[config.mk]
export PLATFORM = sky130hd
export DESIGN_NAME = alu_seq_flat
export DESIGN_NICKNAME = d
export VERILOG_FILES = /design/src/rtl/alu_seq_if.sv /design/src/rtl/alu_seq.sv /design/src/flat_wrapper.sv
export SDC_FILE = /design/constraint.sdc
export NUM_CORES = 1
export LEC_CHECK = 0
export CAP_MARGIN = 20
export CORE_MARGIN = 5
export CORE_UTILIZATION = 35
export DETAILED_ROUTE_END_ITERATION = 10
export PLACE_DENSITY_LB_ADDON = 0.15
export SYNTH_ARGS = -nofsm -noshare
export SYNTH_HDL_FRONTEND = slang
export SYNTH_SLANG_ARGS = --single-unit
[constraint.sdc]
create_clock -name clk -period 15.6 [get_ports clk]
set_clock_uncertainty 0.1 [all_clocks]
set_input_delay 1.56 -clock clk [delete_from_list [all_inputs] [get_ports clk]]
set_output_delay 1.56 -clock clk [all_outputs]
set_load 0.005 [all_outputs]
[src/rtl/alu_seq_if.sv]
// alu_seq request/response bundle.
// master drives start/A/B/selector; slave returns result, flags, busy, done.
interface alu_seq_if #(
  parameter int BUS_SIZE = 32
);
  logic                start;
  logic [BUS_SIZE-1:0] A;
  logic [BUS_SIZE-1:0] B;
  logic [3:0]          selector;
  logic [BUS_SIZE-1:0] R;
  logic [BUS_SIZE-1:0] R_hi;
  logic                flagZ;
  logic                flagN;
  logic                flagC;
  logic                flagV;
  logic                divZero;
  logic                busy;
  logic                done;

  modport master (
    output start, A, B, selector,
    input  R, R_hi, flagZ, flagN, flagC, flagV,
    input  divZero, busy, done
  );

  modport slave (
    input  start, A, B, selector,
    output R, R_hi, flagZ, flagN, flagC, flagV,
    output divZero, busy, done
  );
endinterface

[src/rtl/alu_seq.sv]
// Multi-cycle execute-stage ALU: single-cycle logic/arith/shift ops plus
// iterative MULU/DIVU. Ports: clk, reset (async high), bus (alu_seq_if.slave).
module alu_seq #(
  parameter int BUS_SIZE = 32,
  parameter int SHAMT_W  = 5
) (
  input logic       clk,
  input logic       reset,
  alu_seq_if.slave  bus
);
  localparam logic [3:0] OP_SUM  = 4'b0000;
  localparam logic [3:0] OP_SUB  = 4'b0001;
  localparam logic [3:0] OP_AND  = 4'b0010;
  localparam logic [3:0] OP_OR   = 4'b0011;
  localparam logic [3:0] OP_XOR  = 4'b0100;
  localparam logic [3:0] OP_SLT  = 4'b0101;
  localparam logic [3:0] OP_SLL  = 4'b0110;
  localparam logic [3:0] OP_SRL  = 4'b0111;
  localparam logic [3:0] OP_SRA  = 4'b1000;
  localparam logic [3:0] OP_MULU = 4'b1001;
  localparam logic [3:0] OP_DIVU = 4'b1010;

  localparam logic [SHAMT_W-1:0] LAST = SHAMT_W'(BUS_SIZE - 1);

  typedef enum logic [1:0] {
    IDLE,
    CALC,
    DONE
  } state_t;

  state_t state, nextState;

  logic [BUS_SIZE-1:0] aReg, bReg;
  logic [3:0]          opReg;
  logic [SHAMT_W-1:0]  cnt;
  logic [BUS_SIZE-1:0] accHi, accLo;

  logic [BUS_SIZE-1:0] rReg, rHiReg;
  logic zReg, nReg, cReg, vReg;
  logic dzReg, busyReg, doneReg;

  logic startCalc;
  logic [BUS_SIZE-1:0] stepHi, stepLo;
  logic [BUS_SIZE-1:0] resLo, resHi;
  logic cOut, vOut, dzOut;

  // Iterative ops that need the CALC loop; DIVU by zero finishes at once.
  assign startCalc = (bus.selector == OP_MULU) ||
                     ((bus.selector == OP_DIVU) && (bus.B != '0));

  always_ff @(posedge clk or posedge reset) begin
    if (reset) begin
      state <= IDLE;
    end else begin
      state <= nextState;
    end
  end

  always_comb begin
    nextState = state;
    unique case (state)
      IDLE: begin
        if (bus.start) begin
          nextState = startCalc ? CALC : DONE;
        end
      end
      CALC: begin
        if (cnt == LAST) begin
          nextState = DONE;
        end
      end
      DONE: nextState = IDLE;
      default: nextState = IDLE;
    endcase
  end

  // One iteration of shift-add multiply or restoring divide.
  // MULU: accHi = partial high word, accLo = multiplier shifting out.
  // DIVU: accHi = partial remainder, accLo = dividend in / quotient out.
  logic [BUS_SIZE:0] mulSum;
  logic [BUS_SIZE:0] divShift;
  logic [BUS_SIZE:0] divTrial;

  always_comb begin
    mulSum   = {1'b0, accHi} + (accLo[0] ? {1'b0, aReg} : '0);
    divShift = {accHi, accLo[BUS_SIZE-1]};
    divTrial = divShift - {1'b0, bReg};
    stepHi   = accHi;
    stepLo   = accLo;
    if (opReg == OP_MULU) begin
      stepHi = mulSum[BUS_SIZE:1];
      stepLo = {mulSum[0], accLo[BUS_SIZE-1:1]};
    end else if (!divTrial[BUS_SIZE]) begin
      stepHi = divTrial[BUS_SIZE-1:0];
      stepLo = {accLo[BUS_SIZE-2:0], 1'b1};
    end else begin
      stepHi = divShift[BUS_SIZE-1:0];
      stepLo = {accLo[BUS_SIZE-2:0], 1'b0};
    end
  end

  logic [BUS_SIZE:0]   addW, subW;
  logic [SHAMT_W-1:0]  shamt;

  always_comb begin
    addW  = {1'b0, aReg} + {1'b0, bReg};
    subW  = {1'b0, aReg} + {1'b0, ~bReg} +
            {{BUS_SIZE{1'b0}}, 1'b1};
    shamt = bReg[SHAMT_W-1:0];
    resLo = '0;
    resHi = '0;
    cOut  = 1'b0;
    vOut  = 1'b0;
    dzOut = 1'b0;
    unique case (opReg)
      OP_SUM: begin
        resLo = addW[BUS_SIZE-1:0];
        cOut  = addW[BUS_SIZE];
        vOut  = (aReg[BUS_SIZE-1] == bReg[BUS_SIZE-1]) &&
                (addW[BUS_SIZE-1] != aReg[BUS_SIZE-1]);
      end
      OP_SUB: begin
        resLo = subW[BUS_SIZE-1:0];
        cOut  = subW[BUS_SIZE];
        vOut  = (aReg[BUS_SIZE-1] != bReg[BUS_SIZE-1]) &&
                (subW[BUS_SIZE-1] != aReg[BUS_SIZE-1]);
      end
      OP_AND: resLo = aReg & bReg;
      OP_OR:  resLo = aReg | bReg;
      OP_XOR: resLo = aReg ^ bReg;
      OP_SLT: begin
        resLo = {{(BUS_SIZE-1){1'b0}},
                 ($signed(aReg) < $signed(bReg))};
      end
      OP_SLL: resLo = aReg << shamt;
      OP_SRL: resLo = aReg >> shamt;
      OP_SRA: resLo = BUS_SIZE'($signed(aReg) >>> shamt);
      OP_MULU: begin
        resLo = accLo;
        resHi = accHi;
        cOut  = |accHi;
      end
      OP_DIVU: begin
        if (bReg == '0) begin
          resLo = '1;
          resHi = aReg;
          dzOut = 1'b1;
        end else begin
          resLo = accLo;
          resHi = accHi;
        end
      end
      default: begin
        resLo = '0;
        resHi = '0;
      end
    endcase
  end

  always_ff @(posedge clk or posedge reset) begin
    if (reset) begin
      aReg    <= '0;
      bReg    <= '0;
      opReg   <= '0;
      cnt     <= '0;
      accHi   <= '0;
      accLo   <= '0;
      rReg    <= '0;
      rHiReg  <= '0;
      zReg    <= 1'b0;
      nReg    <= 1'b0;
      cReg    <= 1'b0;
      vReg    <= 1'b0;
      dzReg   <= 1'b0;
      busyReg <= 1'b0;
      doneReg <= 1'b0;
    end else begin
      doneReg <= 1'b0;
      unique case (state)
        IDLE: begin
          if (bus.start) begin
            aReg    <= bus.A;
            bReg    <= bus.B;
            opReg   <= bus.selector;
            cnt     <= '0;
            accHi   <= '0;
            accLo   <= (bus.selector == OP_MULU) ? bus.B : bus.A;
            busyReg <= startCalc;
          end
        end
        CALC: begin
          cnt   <= cnt + SHAMT_W'(1);
          accHi <= stepHi;
          accLo <= stepLo;
        end
        DONE: begin
          rReg    <= resLo;
          rHiReg  <= resHi;
          zReg    <= (resLo == '0);
          nReg    <= resLo[BUS_SIZE-1];
          cReg    <= cOut;
          vReg    <= vOut;
          dzReg   <= dzOut;
          busyReg <= 1'b0;
          doneReg <= 1'b1;
        end
        default: begin
          busyReg <= 1'b0;
        end
      endcase
    end
  end

  assign bus.R       = rReg;
  assign bus.R_hi    = rHiReg;
  assign bus.flagZ   = zReg;
  assign bus.flagN   = nReg;
  assign bus.flagC   = cReg;
  assign bus.flagV   = vReg;
  assign bus.divZero = dzReg;
  assign bus.busy    = busyReg;
  assign bus.done    = doneReg;
endmodule

[src/flat_wrapper.sv]
// flat-port wrapper written by rule: the top's interface ports become plain ports
module alu_seq_flat 
#(
  parameter int BUS_SIZE = 32,
  parameter int SHAMT_W  = 5
)
  (clk, reset, bus_start, bus_A, bus_B, bus_selector, bus_R, bus_R_hi, bus_flagZ, bus_flagN, bus_flagC, bus_flagV, bus_divZero, bus_busy, bus_done);
  alu_seq_if #(.BUS_SIZE(BUS_SIZE)) bus_i ();
  input logic clk;
  input logic reset;
  input wire logic [$bits(bus_i.start)-1:0] bus_start;
  input wire logic [$bits(bus_i.A)-1:0] bus_A;
  input wire logic [$bits(bus_i.B)-1:0] bus_B;
  input wire logic [$bits(bus_i.selector)-1:0] bus_selector;
  output wire logic [$bits(bus_i.R)-1:0] bus_R;
  output wire logic [$bits(bus_i.R_hi)-1:0] bus_R_hi;
  output wire logic [$bits(bus_i.flagZ)-1:0] bus_flagZ;
  output wire logic [$bits(bus_i.flagN)-1:0] bus_flagN;
  output wire logic [$bits(bus_i.flagC)-1:0] bus_flagC;
  output wire logic [$bits(bus_i.flagV)-1:0] bus_flagV;
  output wire logic [$bits(bus_i.divZero)-1:0] bus_divZero;
  output wire logic [$bits(bus_i.busy)-1:0] bus_busy;
  output wire logic [$bits(bus_i.done)-1:0] bus_done;
  assign bus_i.start = bus_start;
  assign bus_i.A = bus_A;
  assign bus_i.B = bus_B;
  assign bus_i.selector = bus_selector;
  assign bus_R = bus_i.R;
  assign bus_R_hi = bus_i.R_hi;
  assign bus_flagZ = bus_i.flagZ;
  assign bus_flagN = bus_i.flagN;
  assign bus_flagC = bus_i.flagC;
  assign bus_flagV = bus_i.flagV;
  assign bus_divZero = bus_i.divZero;
  assign bus_busy = bus_i.busy;
  assign bus_done = bus_i.done;
  alu_seq #(.BUS_SIZE(BUS_SIZE), .SHAMT_W(SHAMT_W)) u_core (.clk(clk), .reset(reset), .bus(bus_i));
endmodule
; Word level (Yosys, flattened, before mapping)
; Cells that the tools add are included.
[classes]
addsub = 6
n_lt_le_gt_ge = 1
n_eq_ne = 21
shift = 3
muxes = 27
bitwise_logic = 5
reduce_logical = 15
[ops]
columns = operator, n
row1 = 32-bit case mux with 11 select lines, 1
row2 = 32-bit two-way mux, 9
row3 = 32-bit case mux with 2 select lines, 3
row4 = 32-bit by 32-bit adder with 33-bit output, 2
row5 = 32-bit zero test, 2
row6 = 32-bit by 33-bit adder with 33-bit output, 1
row7 = "33-bit by 1-bit adder with 33-bit output, second input constant", 1
row8 = 33-bit by 32-bit subtractor with 33-bit output, 1
row9 = 32-bit AND, 1
row10 = 32-bit less-than comparator, 1
row11 = 32-bit NOT, 1
row12 = 32-bit OR, 1
row13 = 32-bit nonzero test, 1
row14 = 32-bit OR reduction, 1
row15 = 32-bit by 5-bit << shifter with 32-bit output, 1
row16 = 32-bit by 5-bit right shift with 32-bit output, 1
row17 = 32-bit by 5-bit >>> shifter with 32-bit output, 1
row18 = 32-bit XOR, 1
row19 = "4-bit == test, second input constant", 5
row20 = "4-bit by 3-bit == test with 1-bit output, second input constant", 4
row21 = 5-bit case mux with 2 select lines, 1
row22 = "4-bit by 2-bit == test with 1-bit output, second input constant", 2
row23 = 2-bit AND reduction, 4
row24 = 2-bit two-way mux, 3
row25 = other kinds (20), 29
[totals]
regBits = 210
in_bits = 71
out_inout_bits = 71
word_cells = 94

; Logic depth before layout (Yosys ltp)
; Gate-level depths: netlist (run 1).
[logic_depth]
depth_word = 6
depth_mapped = 19
mapped_depth_nobuf = 17

; Worst setup path before layout (run 1)
; Ideal clock, no wire load.
[synth_path]
path_kind = register to register
start = register u_core.bReg[1]
end = register u_core.accHi[16]
setup_ns = 0.133
t_arrival_ns = 4.493
t_required_ns = 15.367
setup_slack_ns = 10.874
stages_incl_launch_ff = 19
n_path_buf = 5
synth_period_minus_slack_ns = 4.726
path_cell_list = dfrtp_1 -> buf_6 -> buf_6 -> buf_6 -> clkinv_1 -> fa_1 -> a211oi_1 -> nor2_1 -> o41a_1 -> a2bb2oi_2 -> o211ai_1 -> a2111o_1 -> a31oi_1 -> o21bai_1 -> xor2_1 -> buf_1 -> buf_2 -> mux2i_1 -> o21ai_0
[synth_via]
elab_chain_cells = 4
[synth_lines]
columns = item, line
row1 = from (decl), alu_seq.sv:33  ; logic [BUS_SIZE-1:0] aReg, bReg;
row2 = from (signal assigned), alu_seq.sv:183  ; bReg <= bus.B;
row3 = 33-bit by 32-bit subtractor with 33-bit output, alu_seq.sv:87  ; divTrial = divShift - {1'b0, bReg};
row4 = 32-bit two-way mux, alu_seq.sv:93  ; end else if (!divTrial[BUS_SIZE]) begin
row5 = 32-bit two-way mux, alu_seq.sv:90  ; if (opReg == OP_MULU) begin
row6 = 32-bit case mux with 2 select lines, alu_seq.sv:179  ; unique case (state)
row7 = to (signal assigned), alu_seq.sv:193  ; accHi <= stepHi;
row8 = to (decl), alu_seq.sv:36  ; logic [BUS_SIZE-1:0] accHi, accLo;
; Every way passes these cells.
; A chain may end at the register's enable or synchronous reset.

; Worst setup path in the final report (run 1)
[layout_path]
start = register u_core.bReg[3]
end = register u_core.zReg, in the netlist u_core.bus.flagZ
[layout_via]
elab_chain_cells = 5
word_cells_on_any_way = 15
classes_between = add/sub (3) / order compare (1) / shift (3) / mux (2) / bitwise (4) / reduce/logical (2)
[layout_lines]
columns = item, line
row1 = 32-bit NOT, alu_seq.sv:107  ; subW = {1'b0, aReg} + {1'b0, ~bReg} +
row2 = 32-bit by 32-bit adder with 33-bit output, alu_seq.sv:107
row3 = 33-bit by 1-bit adder with 33-bit output, alu_seq.sv:107
row4 = 32-bit case mux with 11 select lines *, alu_seq.sv:115  ; unique case (opReg)
row5 = 32-bit zero test *, alu_seq.sv:199  ; zReg <= (resLo == '0);
row6 = to (signal assigned), alu_seq.sv:199
row7 = to (decl), alu_seq.sv:39  ; logic zReg, nReg, cReg, vReg;
; Mark *: on every way between the ends. The rest lies on a longest branch, timed or not.

==> results.cfg, run 1 <==
[setup_path]
cp.required_ns = 16.03
cp_cell_sequence = clkinv_1 > ha_1 > o21ai_0 > o21ai_0 > a21oi_1 > a211oi_1 > a31oi_1 > nor4_1 > nor2_1 > a221o_1 > a2111oi_0 > nand4_1 > nor4_1 > a32o_1
path_class = register to register
cp_slowest_cell = a2111oi_0
reg2reg_to = u_core.bus.flagZ
reg2reg_slack_ns = 9.14
r2r_cells = 14
cp_max_fo = 38
start_kind = register
r2r-start = u_core.bReg[3]
crit_path_end_kind = register
crit_arrival_ns = 6.89
slowest_delay_ns = 0.95

[timing]
relSlewSlack_pct = 21.0
rsz0062_at_grt = false
hold_viol = 0
slew_violations = 0
tightest_slew_ns = 1.16
fin_ws_ns = 9.14
totalNegativeSetupSlack_ns = 0
setup_viol = 0
fin_crit_sh_pct = 41.4
fmax_mhz = 155
finalCriticalPeriod_ns = 6.46

[grt]
grt_pass1_vias = 22200
grt_max_degree = 78
antenna_found_initial = 2
grt_pass1_wl_mm = 153
grt.total_usage_pct = 28.9
overflow = 0

[clocking]
clock_latency_ns = 0.62
cts_sinks = 209
cts_buffers = 28
cts-root-buf = clkbuf_16
clk_path_buf_depth = 3
post_cts_resize_count = 0
h-tree-depth = 1
postCtsSetupRepairBufs = 0
cts_hold_buf = 0
path_clk_slew_ns = 0.07
cts_tree = done

[routing]
drtPass1Iterations = 6
avgViaCountPerCell = 6.24
vias = 23300
drc = 0
drtIter0Drc = 2652
wl_mm = 105
detail_route.wl_per_cell_um = 28.0
ant_nets = 0

[floorplanning]
dieHeight_um = 262
std_cell_rows = 92
start_util_pct = 35.3
dieArea_um2 = 68800
io_pins = 142
core_um2 = 63100
fp.dieW_um = 262

[pwr]
vdd_drop_max_uv = 96.7
power.density_nw_per_um2 = 215
p_leak_nw = 10.7

[synth]
synth.net_count = 3106
synthMuxAreaShare_pct = 10.8
synth-xor-area-share_pct = 2.32
synth-edff-count = 0
syn_area_per_cell_um2 = 7.77
synthCells = 2866
syn-cell-area_um2 = 22300
ys_seq_area_share_pct = 23.5
ys_ff_latch = 209
async_flop_share_pct = 100
synthAdderAreaFrac_pct = 9.62
synth_flop_cell = dfrtp_1
synthSimpleGateAreaFrac_pct = 18.6
synth_top_family_by_area = compound AO/OA/AOI/OAI gates
synth_compound_area_share_pct = 29.1
synth.distinct_cells = 91
yosysWarnings = 0

[layout]
area_growth_syn_to_layout_pct = 13.4
layout_common_cells = 362 x nand2_1, 300 x o21ai_0, 252 x nor2_1
drive_above_1_share_pct = 6.78
nNetsFinal = 3107
layout_commonest_cell = nand2_1
final_util_pct = 40.0
fill_cells = 6556

[placement]
place_congestion = 0.976
hpwl_mm = 80.3
io_buffers = 141
dp_slack_ns = 9.32

[outcome]
status = finished clean

[min_path]
worstHoldPathType = register to register
whs_path_depth = 1
hp-start = u_core.bus.R_hi[27]
holdPathEnd = u_core.bus.R_hi[27]

[job]
maxCapViolCount = 0
-- kinds of logic (layout without fill, tap and decap cells) --
family,Yosys count,in the layout
AND/OR/NAND/NOR,916,916
multiplexers,171,171
AO/OA/AOI/OAI,1007,1007
flip-flops,209,209
other,0,2
adder cells (fa/ha/maj),169,169
buffers and inverters,335,358
XOR/XNOR,59,59
-- per-layer routing --
metal  share of wire (%)  vias to the layer above  GRT usage (%)
met5                   0                        -              0
li1                    -                    10600              -
met2                  43                     1183           44.2
met3                 9.5                      134           6.08
met4                 3.3                        0           7.57
met1                  44                    11400           41.7
-- metrics by stage --
stage / total power [W] / hold WS [ns] / instance area (um^2) / instances
floorplan: 0.00339 / 0.349 / 22300 / 2866
global placement: 0.00466 / 0.361 / 24300 / 3682
detailed placement: 0.00467 / 0.365 / 24300 / 3682
CTS: 0.00537 / 0.377 / 25200 / 3734
global route: 0.00579 / 0.385 / 25300 / 3735
finish: 0.00544 / 0.374 / 25300 / 3737
-- worst max path at each step --
stage	start	depth (start not counted)	slack, ns	endpoint
after floorplan	reset	1	8.23	u_core.aReg[0]
after global placement	u_core.bReg[3]	14	9.54	u_core.bus.flagZ
after detailed placement	u_core.bReg[3]	14	9.32	u_core.bus.flagZ
after CTS	u_core.bReg[3]	14	9.28	u_core.bus.flagZ
after global routing	u_core.bReg[3]	14	8.87	u_core.bus.flagZ
final	u_core.bReg[3]	14	9.14	u_core.bus.flagZ
-- flip-flops by register name, summed over array words and instances (netlist names) --
| register | count |
|---|---|
| u_core.aReg | 32 |
| u_core.accHi | 32 |
| u_core.accLo | 32 |
| u_core.bReg | 32 |
| u_core.bus.R | 31 |
| u_core.bus.R_hi | 32 |
| u_core.bus.busy | 1 |
| u_core.bus.divZero | 1 |
| u_core.bus.done | 1 |
| u_core.bus.flagC | 1 |
| u_core.bus.flagN | 1 |
| u_core.bus.flagV | 1 |
| u_core.bus.flagZ | 1 |
| u_core.cnt | 5 |
| u_core.opReg | 4 |
| u_core.state | 2 |
-- power by group --
part           switching [W]  internal [W]  leakage (nW)
sequential          0.000400      0.000717          2.68
combinational        0.00229       0.00137          7.57
clock               0.000278      0.000392         0.470
-- critical path: cells and delay by family (launching register included) --
kind / cells / cell delay, ns
fa+ha+maj: 1 / 0.81
buf+inv: 1 / 0.94
flops: 1 / 0.82
compound gates: 8 / 2.85
simple gates: 4 / 0.85
-- cell type report --
class	instances	area, um^2	area share [%]
inverters	117	447	1.77
multi-input cells	2322	15800	62.5
diodes	2	5.00	0.0198
clock buffers	48	906	3.59
flip-flops and latches	209	5240	20.7
repair buffers	189	1780	7.04
clock inverters	4	45.0	0.178
well taps	846	1060	4.19
-- Yosys cell counts, types with 41 or more instances --
library cell / number / share of area [%]
nand2_1: 362 / 6.1
o21ai_0: 300 / 6.7
nor2_1: 255 / 4.3
a21oi_1: 209 / 4.7
dfrtp_1: 209 / 23
ha_1: 165 / 9.3
clkbuf_1: 160 / 2.7
inv_1: 113 / 1.9
mux2i_1: 107 / 4.8
a21o_1: 77 / 2.6
a211oi_1: 66 / 2.2
a31oi_1: 57 / 1.6
nor3_1: 52 / 1.2
mux4_2: 49 / 5.0
and2_1: 44 / 1.2
nor4_1: 41 / 1.2
xnor2_1: 41 / 1.6
Power figures use the tool's default switching activity.
==> run 2, diff against run 1 <==
==> constraint.sdc (replaced) <==
create_clock -name clk -period 6.25 [get_ports clk]
set_clock_uncertainty 0.1 [all_clocks]
set_input_delay 0.625 -clock clk [delete_from_list [all_inputs] [get_ports clk]]
set_output_delay 0.625 -clock clk [all_outputs]
set_load 0.005 [all_outputs]
==> run 2 against run 1 <==
Effect of this change:
- power rose to 2.5 times the previous value
- sequential power grew 140%
- worst hold slack lost 0.074 ns
- setup slack worse by 8.2 ns
- clock power is 140% higher
- combinational power rose to 2.6 times the previous value
- clock-buffer cell count decreased by 11
- global-route usage increased by 0.45 points
- maximum frequency is 22% higher
- sequential cell count unchanged
- critical endpoint unchanged
- largest power group unchanged
==> results.cfg, run 2 (same netlist as run 1, synthesis figures left out) <==
[clocking]
path_clk_slew_ns = 0.07
h-tree-depth = 1
cts_buffers = 27
cts_sinks = 209
cts_tree = done
postCtsSetupRepairBufs = 0
cts_hold_buf = 0
cts-root-buf = clkbuf_16
clock_latency_ns = 0.59
clk_path_buf_depth = 3
post_cts_resize_count = 0

[timing]
rsz0062_at_grt = false
slew_violations = 0
whs_ns = 0.300
setup_viol = 0
tightest_slew_ns = 1.21
relSlewSlack_pct = 17.2
hold_viol = 0
fin_crit_sh_pct = 84.5
finalCriticalPeriod_ns = 5.28
totalNegativeSetupSlack_ns = 0
fmax_mhz = 189

[floorplanning]
dieHeight_um = 262
core_um2 = 63100
dieArea_um2 = 68800
start_util_pct = 35.3
std_cell_rows = 92
fp.dieW_um = 262
io_pins = 142

[placement]
place_congestion = 1.03
placed_area_um2 = 24500
hpwl_mm = 81.8
io_buffers = 141

[pwr]
p_sw_share_pct = 54.4
vdd_drop_max_uv = 240
seq_power_share_pct = 19.7
p_int_w = 0.00624
power_w = 0.0137
p_leak_nw = 10.8
p_sw_w = 0.00745
power_frac_comb_pct = 68.3
clkPwrFrac_pct = 12.0
power.density_nw_per_um2 = 540

[setup_path]
start_kind = register
path_class = register to register
cp_cell_sequence = buf_4 > nor3_1 > nand3_1 > nor4_2 > buf_4 > a21o_1 > a2111oi_0 > and3_1 > o21ai_1 > nand3_1 > o311a_1 > o311ai_0 > nor4_1 > a32o_1
cp.required_ns = 6.67
cp_slowest_cell = a2111oi_0
slowest_delay_ns = 1.03
crit_arrival_ns = 5.71
crit_path_end_kind = register
cp_max_fo = 52

[routing]
ant_nets = 0
drtPass1Iterations = 6
wl_mm = 107
drc = 0
detail_route.wl_per_cell_um = 28.4
vias = 23500
avgViaCountPerCell = 6.27
drtIter0Drc = 2627

[layout]
final_util_pct = 40.2
finalInstanceArea_um2 = 25400
drive_above_1_share_pct = 7.30
layout_common_cells = 362 x nand2_1, 300 x o21ai_0, 252 x nor2_1
area_growth_syn_to_layout_pct = 13.9
layout_commonest_cell = nand2_1
nNetsFinal = 3124

[grt]
grt.total_usage_pct = 29.4
overflow = 0
grt_pass1_wl_mm = 156
grt_max_degree = 153
antenna_found_initial = 3
grt_pass1_vias = 22400

[min_path]
worstHoldPathType = primary input to async pin

[job]
maxCapViolCount = 0

[outcome]
status = finished clean
[run 2: changes by cell type in the layout (fill, tap and decap cells not counted), sizes merged]
| cell | previous run | this run |
|---|---|---|
| clkinvlp | 0 | 3 |
| diode | 2 | 3 |
| inv | 114 | 113 |
| clkinv | 7 | 9 |
| buf | 48 | 66 |
| bufinv | 0 | 3 |
| clkbuf | 48 | 37 |
[run 2: final timing paths]
path / startpoint / slack (ns) / depth (start not counted) / end
max: u_core.bReg[0] / 0.97 / 14 / u_core.bus.flagZ
min: reset / 0.30 / 2 / u_core.bus.divZero
max reg2reg: u_core.bReg[0] / 0.97 / 14 / u_core.bus.flagZ
min reg2reg: u_core.bus.R[18] / 0.37 / 2 / u_core.bus.R[18]
max in group asynchronous: reset / 4.49 / 3 / u_core.bus.R_hi[27]
min in group clk: u_core.bus.R[18] / 0.37 / 2 / u_core.bus.R[18]
[run 2: cell type report]
| cell class | instances | area (um^2) |
|---|---|---|
| Clock buffer | 37 | 763 |
| Multi-Input combinational cell | 2322 | 15800 |
| Fill cell | 6598 | 37700 |
| Timing Repair Buffer | 207 | 1950 |
| Inverter | 117 | 443 |
| Clock inverter | 11 | 135 |
| Sequential cell | 209 | 5240 |
| Tap cell | 846 | 1060 |
| Antenna cell | 3 | 7.51 |
[run 2: stage by stage]
stage                     std cells  setup slack (ns)
after detailed placement       3701              1.05
final                          3752             0.968
after floorplan                2866              1.52
after global routing           3749             0.762
after global placement         3699              1.05
after CTS                      3749              1.01
[run 2: worst max-delay path: cells and delay by family, from the launching register on]
kind,cells,cell delay [ns]
buffers and inverters,2,0.96
and+or+nand+nor,6,1.33
AOI/OAI and AO/OA,6,2.11
DFF,1,0.65
[run 2: metal layers]
| metal | global-route usage (%) | vias up | wire length (um) |
|---|---|---|---|
| met5 | 0 | - | 14 |
| met4 | 11.6 | 2 | 5160 |
| met3 | 5.59 | 211 | 9480 |
| met2 | 43.8 | 1134 | 45100 |
| met1 | 42.0 | 11600 | 46800 |
| li1 | - | 10600 | - |
[run 2: power groups by stage]
stage / clock (W) / combinational [W] / sequential (W)
after global routing: 0.00172 / 0.0100 / 0.00274
after global placement: 0 / 0.00906 / 0.00266
after floorplan: 0 / 0.00626 / 0.00220
after CTS: 0.00168 / 0.00912 / 0.00266
after detailed placement: 0 / 0.00908 / 0.00268
final: 0.00164 / 0.00936 / 0.00270
==> run 3, diff against run 2 <==
==> constraint.sdc (replaced) <==
create_clock -name clk -period 4.45 [get_ports clk]
set_clock_uncertainty 0.1 [all_clocks]
set_input_delay 0.445 -clock clk [delete_from_list [all_inputs] [get_ports clk]]
set_output_delay 0.445 -clock clk [all_outputs]
set_load 0.005 [all_outputs]
==> run 3 against run 2 <==
Effect of this change:
- highest routed layer is now met4
- final area grew 10%
- sequential power grew 29%
- clock-buffer cell count grew 8
==> results.cfg, run 3 (same netlist as run 1, synthesis figures left out) <==
[outcome]
status = finished clean

[setup_path]
cp_slowest_cell = or4b_2
cp_cell_sequence = buf_4 > or4b_2 > nand2_1 > nand2_1 > o21ai_1 > a2111oi_2 > o21a_1 > and4_1 > and4_1 > and4_1 > nand4_1 > nor4_1 > a32o_1
crit_arrival_ns = 4.78
crit_path_end_kind = register
cp_top_family = simple AND/OR/NAND/NOR gates
start_kind = register
worst-path-buf-inv = 1
path_class = register to register
reg2reg_slack_ns = 0.03
crit_top_cell = and4_1
cp_max_fo = 5
slowest_delay_ns = 0.77
cp.required_ns = 4.82

[layout]
final_util_pct = 44.3
area_growth_syn_to_layout_pct = 25.3
drive_above_1_share_pct = 16.5
fill_cells = 6475
diodes = 0
finalInstanceArea_um2 = 27900
layout_common_cells = 362 x nand2_1, 332 x buf_4, 297 x o21ai_0
layout_commonest_cell = nand2_1
nNetsFinal = 3412

[routing]
avgViaCountPerCell = 6.09
vias = 24600
drtIter0Drc = 2878
ant_nets = 0
drc = 0
drtPass1Iterations = 6
wl_mm = 112
detail_route.wl_per_cell_um = 27.7

[pwr]
power.density_nw_per_um2 = 776
vdd_drop_max_uv = 370
p_leak_nw = 12.3
power_w = 0.0217

[grt]
antenna_found_initial = 2
grt_pass1_wl_mm = 164
grt.total_usage_pct = 30.9
overflow = 0
grt_pass1_vias = 23700
grt_max_degree = 142

[floorplanning]
dieArea_um2 = 68800
io_pins = 142
fp.dieW_um = 262
dieHeight_um = 262
core_um2 = 63100
std_cell_rows = 92
start_util_pct = 35.3

[job]
maxCapViolCount = 0

[timing]
tightest_slew_ns = 1.05
rsz0062_at_grt = true
totalNegativeSetupSlack_ns = 0
relSlewSlack_pct = 29.8
hold_viol = 0
whs_ns = 0.230
slew_violations = 0
fmax_mhz = 226
fin_crit_sh_pct = 99.3
finalCriticalPeriod_ns = 4.42
setup_viol = 0

[placement]
placed_area_um2 = 26700
io_buffers = 141
hpwl_mm = 89.1
place_congestion = 1.03

[min_path]
worstHoldPathType = primary input to async pin

[clocking]
path_clk_slew_ns = 0.06
cts_sinks = 209
h-tree-depth = 1
cts-root-buf = clkbuf_16
clk_path_buf_depth = 3
cts_tree = done
clock_latency_ns = 0.59
cts_buffers = 28
-- run 3: final timing paths --
path	startpoint	endpoint	cells after the start
max in group asynchronous	reset	u_core.bus.R_hi[23]	3
max reg2reg	u_core.opReg[1]	u_core.bus.flagZ	13
min	reset	u_core.aReg[3]	2
min reg2reg	u_core.bus.R[1]	u_core.bus.R[1]	2
max	u_core.opReg[1]	u_core.bus.flagZ	13
min in group clk	bus_A[28]	u_core.aReg[28]	3
-- run 3: cell type report --
type                            count  area (um^2)  share of cell area [%]
Sequential cell                   209         5240                    18.8
Inverter                          117          444                    1.59
Clock buffer                       45          836                    2.99
Tap cell                          846         1060                    3.79
Multi-Input combinational cell   2322        16000                    57.3
Clock inverter                      5         31.3                   0.112
Timing Repair Buffer              494         4330                    15.5
-- run 3: what timing repair did --
| action | 4_1_cts | 5_1_grt |
|---|---|---|
| setup endpoints to repair | 4 | 28 |
| hold buffers | 0 | 0 |
| buffers inserted | 0 | 1 |
| cloned | 1 | 2 |
| endpoints found under the hold margin | 0 | 0 |
| pin swaps | 0 | 7 |
| resized for setup | 13 | 34 |
-- run 3: metrics by stage --
step | worst slack (ns) | std cells
after floorplan | 0.00787 | 2866
after global placement | -0.240 | 3983
after detailed placement | -0.214 | 3984
after CTS | 0.0128 | 4035
after global routing | -0.0534 | 4038
final | 0.0326 | 4038
-- run 3: worst reg2reg max path, stage by stage, from the launching register on --
cell and delay, ns:
dfrtp_1 0.50, buf_4 0.21, or4b_2 0.77, nand2_1 0.31
nand2_1 0.27, o21ai_1 0.64, a2111oi_2 0.19, o21a_1 0.20
and4_1 0.17, and4_1 0.21, and4_1 0.23, nand4_1 0.16
nor4_1 0.09, a32o_1 0.26
-- run 3: report_power, final --
group          switching (W)  total (W)  internal, W
sequential          0.000969    0.00349      0.00252
clock               0.000925    0.00219      0.00127
combinational        0.00934     0.0160      0.00666
total                 0.0112     0.0217       0.0104
-- run 3: metal layers --
metal,routed length [um],global-route usage (%),vias up
met3,9780,5.27,170
met5,0,0,-
met1,49700,45.3,12100
li1,-,-,11200
met2,47800,46.3,1223
met4,4710,10.2,0
